## config.mk

```make
export PLATFORM = sky130hd
export DESIGN_NAME = pxd_multi_align
export DESIGN_NICKNAME = d
export VERILOG_FILES = /design/src/rtl/pxd_multi_align.sv
export SDC_FILE = /design/constraint.sdc
export NUM_CORES = 1
export LEC_CHECK = 0
export BUFFER_PORTS_ARGS = -buffer_cell sky130_fd_sc_hd__buf_2
export CELL_PAD_IN_SITES_DETAIL_PLACEMENT = 1
export CELL_PAD_IN_SITES_GLOBAL_PLACEMENT = 1
export CORE_MARGIN = 4
export CORE_UTILIZATION = 30
export DETAILED_ROUTE_END_ITERATION = 16
export PLACE_DENSITY_LB_ADDON = 0.1
export SYNTH_ARGS = -nofsm -noshare
export SYNTH_HDL_FRONTEND = slang
export SYNTH_SLANG_ARGS = --single-unit
```

## constraint.sdc

```tcl
create_clock -name mclk -period 4.3 [get_ports mclk]
set_input_delay 0.86 -clock mclk [delete_from_list [all_inputs] [get_ports mclk]]
set_output_delay 0.86 -clock mclk [all_outputs]
set_load 0.01 [all_outputs]
```

## src/rtl/pxd_multi_align.sv

```systemverilog
// pxd_multi_align: per-line quadrant sample select with hazard-count phase training.
// Training accumulates per-quadrant edge hazards over a window and keeps the quietest quadrant.
module pxd_multi_align #(
    parameter int NUM_LINES   = 12,
    parameter int WINDOW_LOG2 = 10,
    parameter int ERR_W       = 16
) (
    input  logic                   mclk,
    input  logic                   rst_n,
    input  logic [4*NUM_LINES-1:0] din,
    input  logic [1:0]             quadrant_manual,
    input  logic                   auto_en,
    input  logic                   train_start,
    input  logic                   train_abort,
    output logic [NUM_LINES-1:0]   dout,
    output logic [1:0]             quadrant_cur,
    output logic [1:0]             quadrant_best,
    output logic [ERR_W-1:0]       best_err,
    output logic                   train_busy,
    output logic                   train_done
);

    localparam int PW = $clog2(NUM_LINES + 1);

    typedef enum logic [1:0] {IDLE, ACCUM, CMP, DONE} state_t;

    state_t                 state, state_nx;
    logic [WINDOW_LOG2-1:0] cnt;
    logic [ERR_W-1:0]       err [4];
    logic [ERR_W:0]         sum [4];
    logic [PW-1:0]          h [4];
    logic [ERR_W-1:0]       min_err, cand_err;
    logic [1:0]             min_q, cand_q, cq;
    logic                   better;

    // a transition between the two neighbours of q means q sits on an edge
    always_comb begin
        for (int q = 0; q < 4; q++) begin
            h[q] = '0;
            for (int i = 0; i < NUM_LINES; i++)
                h[q] = h[q] + PW'(din[4*i + ((q + 3) & 3)] ^ din[4*i + ((q + 1) & 3)]);
            sum[q] = {1'b0, err[q]} + (ERR_W + 1)'(h[q]);
        end
    end

    // the window counter wraps to 0 on entering CMP, so its low bits index the quadrant
    assign cq       = cnt[1:0];
    assign better   = cq == 2'd0 || err[cq] < min_err;
    assign cand_err = better ? err[cq] : min_err;
    assign cand_q   = better ? cq : min_q;

    always_ff @(posedge mclk or negedge rst_n) begin
        if (!rst_n)
            state <= IDLE;
        else
            state <= state_nx;
    end

    always_comb begin
        state_nx = state;
        case (state)
            IDLE:    state_nx = (train_start && !train_abort) ? ACCUM : IDLE;
            ACCUM:   state_nx = train_abort ? IDLE : (&cnt ? CMP : ACCUM);
            CMP:     state_nx = train_abort ? IDLE : (cq == 2'd3 ? DONE : CMP);
            default: state_nx = IDLE;
        endcase
    end

    always_comb begin
        train_busy = state != IDLE;
        train_done = state == DONE;
    end

    always_ff @(posedge mclk or negedge rst_n) begin
        if (!rst_n) begin
            dout          <= '0;
            quadrant_cur  <= '0;
            quadrant_best <= '0;
            best_err      <= '0;
            cnt           <= '0;
            min_err       <= '0;
            min_q         <= '0;
            for (int q = 0; q < 4; q++)
                err[q] <= '0;
        end else begin
            quadrant_cur <= auto_en ? quadrant_best : quadrant_manual;
            for (int i = 0; i < NUM_LINES; i++)
                dout[i] <= din[4*i + int'(quadrant_cur)];
            cnt <= (state == IDLE) ? '0 : cnt + 1'b1;
            for (int q = 0; q < 4; q++)
                if (state == IDLE && state_nx == ACCUM)
                    err[q] <= '0;
                else if (state == ACCUM)
                    err[q] <= sum[q][ERR_W] ? '1 : sum[q][ERR_W-1:0];
            if (state == CMP) begin
                min_err <= cand_err;
                min_q   <= cand_q;
            end
            if (state == CMP && state_nx == DONE) begin
                quadrant_best <= cand_q;
                best_err      <= cand_err;
            end
        end
    end

endmodule

```

# Word level (Yosys, flattened, before mapping)
# Index checks and enable logic that the tools add are counted.
# word_totals
elab_cells	165
regBits	126
# op_classes
n_mux	60
bitwise_logic	25
n_eq_ne	6
n_addsub	38
reduce_logical	10
magnitude_cmp	14
# ops
cell	n
2-to-1 mux 16 bit	15
adder 16 x 4 -> 17 bit	4
binary-select mux 1 bit (select 6 bit)	11
adder 4 x 1 -> 4 bit	16
binary-select mux 16 bit (select 2 bit)	1
adder 6 x 2 -> 7 bit, first input constant	4
< comparator 6 x 7 -> 1 bit, second input constant	4
< comparator 7 bit, second input constant	4
2-to-1 mux 1 bit	25
adder 5 x 2 -> 6 bit, first input constant	4
bitwise XOR 1 bit	24
< comparator 16 bit	1
< comparator 5 x 7 -> 1 bit, second input constant	2
adder 10 x 1 -> 10 bit, second input constant	1
adder 4 x 2 -> 5 bit, first input constant	2
2-to-1 mux 10 bit	1
2-to-1 mux 2 bit	5
AND reduction 10 bit	1
adder 3 x 1 -> 4 bit	2
== test 2 bit, second input constant	4
< comparator 2 x 7 -> 1 bit, second input constant	1
< comparator 4 x 7 -> 1 bit, second input constant	1
adder 2 x 1 -> 3 bit	2
case mux 2 bit (3 select lines)	1
other kinds (11)	17

# Logic depth before layout (Yosys ltp)
# depth
word_depth	16
depth_mapped	19
ltp_nobuf	18

# Worst setup path after synthesis
# Ideal clock, no wire load.
# synth_timing
path_kind	in2reg
startpoint	in din[3]
endpoint	reg err[26] in the netlist's numbering
arrival_time_ps	5875
path_slack_ps	-1669
path_stages	19
n_path_buf	1
required_time_ps	4206
cell_sequence	xnor2_1 fa_1 inv_1 fa_1 inv_1 fa_1 fa_1 inv_1 ha_1 fa_1 inv_1 fa_1 nor2b_1 o21ai_0 and2_1 or4_1 clkbuf_1 and2_1 a211oi_1
# synth_via
elab_chain_len	16
# synth_rtl
element	line	text
start: declaration	10	input logic [4*NUM_LINES-1:0] din,
bitwise XOR 1 bit	41	h[q] = h[q] + PW'(din[4*i + ((q + 3) & 3)] ^ din[4*i + ((q + 1) & 3)]);
adder 1 x 1 -> 2 bit	41	
adder 2 x 1 -> 3 bit	41	
adder 3 x 1 -> 4 bit	41	
adder 4 x 1 -> 4 bit (8 in a row)	41	
adder 16 x 4 -> 17 bit	42	sum[q] = {1'b0, err[q]} + (ERR_W + 1)'(h[q]);
2-to-1 mux 16 bit	94	err[q] <= sum[q][ERR_W] ? '1 : sum[q][ERR_W-1:0];
2-to-1 mux 16 bit	93	else if (state == ACCUM)
2-to-1 mux 16 bit	91	if (state == IDLE && state_nx == ACCUM)
end signal: indexed assignment	94	
end: declaration	29	logic [ERR_W-1:0] err [4];
# Every way passes these cells. The select of a mux whose other input is x is not followed.
# A chain may end at the register's enable or synchronous reset.

# Worst setup path in the final report
# layout_timing
startpoint	in din[27]
endpoint	reg err[24] in the netlist's numbering
# layout_via
elab_chain_len	11
# layout_rtl
element	line
bitwise XOR 1 bit	41
adder 4 x 1 -> 4 bit (6 in a row)	41
adder 16 x 4 -> 17 bit	42
2-to-1 mux 16 bit	94
2-to-1 mux 16 bit	93
2-to-1 mux 16 bit	91
# Every way passes these cells. The select of a mux whose other input is x is not followed.

==> impl_results.md <==
- Worst-Margin Slew: between 1000 and 1500 ps
- # H-tree levels: 4
- WP data required: about 4600 ps
- Die height: between 150 and 200 um
- Sequential element share of the synthesized area: about two fifths
- Seq pwr share: roughly a fifth
- Nets@finish: between 1000 and 1500
- Failing checks: negative setup slack
- Antenna diodes: 0
- Avg Cell Area, Syn: between 10 and 15 um2
- DR vias/cell: between 5 and 6
- Worst hold path depth: 1
- WL/cell: 21.28 um
- Pwr per Cell Area: 656.2 mW/mm2
- Total Routing Usage GR: around 18%
- Clk_skew: roughly 13 ps
- Mapped cell area: 0.008070 mm2
- Synth-to-layout area growth: 34.65%
- Min cycle time layout: between 5000 and 6000 ps
- Final setup vio count: 64
- DRT antenna net count: 0
- Sequential Area: roughly 0.0032 mm2
- Max_cap viols: 0
- Fill cells: around 2900
- Kind of critical path: in2reg
- I/O pin count: just under 90
- Max IR drop VDD: around 620 uV
- Number of enable flip-flop cells after synthesis: 0
- 1st-iter DRT viols: roughly 340
- Port Buffers: between 80 and 90
- Overflow after GRT: 0
- Clk pwr share: about a fifth
- Logic pwr share: around 60%
- Clock-pin slew on the worst setup and hold paths: 70 ps
- Die ar.: a little under 0.03 mm2
- Area of the multi-input gates: approximately 0.0053 mm2
- CP Max Fanout: 6
- Placed cell area: between 0.009 and 0.01 mm2
- Final period utilization: 122.9%
- Initial antenna violation count: 0
- Vias in the first global route: around 7600
- Largest net degree at the start of global routing: 67
- Initial Util: a little under a third
- Final wirelength: 27350 um
- Switching share of power: about two fifths
- CORE AREA: 0.02628 mm2
- CTS tree: built
- Startpoint Class: primary input
- Drt drc: 0
- Clock Root Buffer: clkbuf_16
- Net Sw Power: ~0.0029 W
- Place WS: -1578 ps
- Hold Path Class: reg2reg
- Share of cells above drive strength 1: 36.84%
- Die width: roughly 170 um
- Setup ws final: -983.5 ps
- Clock buffer count from CTS: 17
- Yosys reg bits: about 130
- Fmax: about 190 MHz
- Yosys warning count: 0
- Num rows: between 50 and 60
- Internal power: ~0.0042 W
- First-pass DRT Iterations: 5
- Cells after synthesis: between 700 and 800
- Reg2reg path depth: 7
- Final instance area: ~0.011 mm2
- Fin. Hold Viols: 0
- Endpoint type of the worst setup path: flop
- Most used DFF post-synth: dfrtp_1
- Clock Sinks: roughly 130
- Post-synth ARST share: between 90% and 100%
- Final Max Tran Viols: 0
- Vias: roughly 7000
- RSZ-0062 raised after global routing: true
- Hpwl dp: 19180 um
- Status: finished, violations left
- Post-Syn Nets: ~900
- Clock Path Buffers: 2
- Slew margin rel.: 13.79%
- Synth cell types: 56
- GP Congestion: about 0.83
- Post-CTS Hold Buffers: 0
- Worst skew pair latency: about 440 ps
- Leakage: just under 5 nW
- First-pass GRT wire length: approximately 43000 um
- Crit path arrival time: approximately 5600 ps
cells in the mapped netlist, types with 5 or more instances:
library cell / instances / area (um2)
mux2_4: 9 / 135.1
o311ai_0: 19 / 166.4
and2_1: 6 / 37.54
mux4_2: 27 / 608.1
nand4_1: 14 / 87.58
nand3_1: 45 / 225.2
and3_1: 14 / 87.58
nor3_1: 14 / 70.07
o211ai_1: 27 / 202.7
a21o_1: 10 / 75.07
inv_1: 55 / 206.5
mux2_2: 11 / 123.9
nand2_1: 37 / 138.9
xnor2_1: 18 / 157.7
nor2b_1: 11 / 68.82
a21oi_1: 47 / 235.2
fa_1: 18 / 360.4
xor2_1: 19 / 166.4
dfrtp_1: 126 / 3153
a211oi_1: 5 / 37.54
nor2_1: 50 / 187.7
clkbuf_1: 36 / 135.1
a31oi_1: 29 / 181.4
ha_1: 41 / 513.0
o21ai_0: 48 / 240.2
sequential cells by signal, summed over array words and instances, names as in the netlist:
signal / cells
min_err: 16
quadrant_cur: 2
best_err: 16
quadrant_best: 2
err: 64
dout: 12
cnt: 10
state: 2
min_q: 2
path summary, 6_finish.rpt:
| kind | to | start | slack (ps) |
|---|---|---|---|
| worst min-delay path | min_q[1]$_DFFE_PN0N_ | min_q[1]$_DFFE_PN0N_ | 510 |
| worst min register to register | min_q[1]$_DFFE_PN0N_ | min_q[1]$_DFFE_PN0N_ | 510 |
| max in group asynchronous | dout[5]$_DFF_PN0_ | rst_n | 2860 |
| min in group asynchronous | cnt[8]$_DFF_PN0_ | rst_n | 520 |
| worst max register to register | min_err[14]$_DFFE_PN0N_ | cnt[1]$_DFF_PN0_ | 630 |
| worst max-delay path | err[24]$_DFFE_PN0P_ | din[27] | -980 |
routing by layer:
layer	vias to the layer above	wire [um]	GRT usage, %
li1	3222	-	-
met1	3690	12540	25.45
met2	115	13640	30.40
met3	30	775	2.766
met4	0	395	5.092
met5	-	0	0
critical path: stages:
cell and delay, ps:
buf_8 110, xnor2_4 130, fa_1 550, inv_2 40
fa_1 550, inv_1 50, fa_1 450, fa_1 490
inv_1 50, ha_2 190, fa_2 550, inv_2 50
fa_2 360, nor2b_4 120, o21ai_2 70, and2_4 140
or4_4 470, and2_4 200, a211oi_2 180
power by group through the flow:
stage	clock network [W]	registers, W	logic [W]
2_1_floorplan	0	0.00142	0.00204
3_3_place_gp	0	0.00150	0.00315
3_5_place_dp	0	0.00151	0.00325
4_1_cts	0.00145	0.00149	0.00374
5_1_grt	0.00150	0.00152	0.00464
6_report	0.00141	0.00150	0.00422
per-stage QoR:
step	instances	hold slack (ps)	utilization, %	TNS (ps)	total power (W)
global route	1285	541.3	41.35	-64060	0.007661
detailed placement	1230	489.6	35.86	-92680	0.004760
global placement	1230	486.7	35.86	-90490	0.004655
floorplan	791	468.3	-	-63970	0.003460
CTS	1277	508.9	39.67	-54530	0.006680
finish	1285	507.0	41.35	-55020	0.007130
timing repair:
| item | CTS | global route |
|---|---|---|
| pin swaps | 26 | 23 |
| resized for setup | 61 | 64 |
| gates cloned | 2 | 1 |
| setup endpoints to repair | 64 | 64 |
| setup buffers | 14 | 9 |
placed cells by master, fill, tap and decap left out, drive strengths merged, types with 27 or more instances in the layout:
cell,count
o211ai,27
ha,41
nand3,46
a21oi,47
a31oi,29
nand2,37
nor2,50
buf,165
o21ai,48
dfrtp,126
inv,63
mux4,27
final cells by class:
cell class	count	area share [%]
clock buffers	18	4.041
clock inverters	14	1.117
inverters	55	1.900
multi-input cells	571	48.92
flip-flops and latches	126	29.02
well taps	335	3.857
repair buffers	166	11.15
kinds of logic after synthesis:
| kind of cell | Yosys count | share of synthesized area (%) |
|---|---|---|
| buffers and inverters | 95 | 4.512 |
| XOR/XNOR | 37 | 4.015 |
| multiplexers | 52 | 11.38 |
| flip-flops | 126 | 39.07 |
| AO/OA/AOI/OAI | 199 | 15.89 |
| AND/OR/NAND/NOR | 223 | 14.31 |
| adder cells (fa/ha/maj) | 59 | 10.82 |
(Power assumes the default switching activity.)
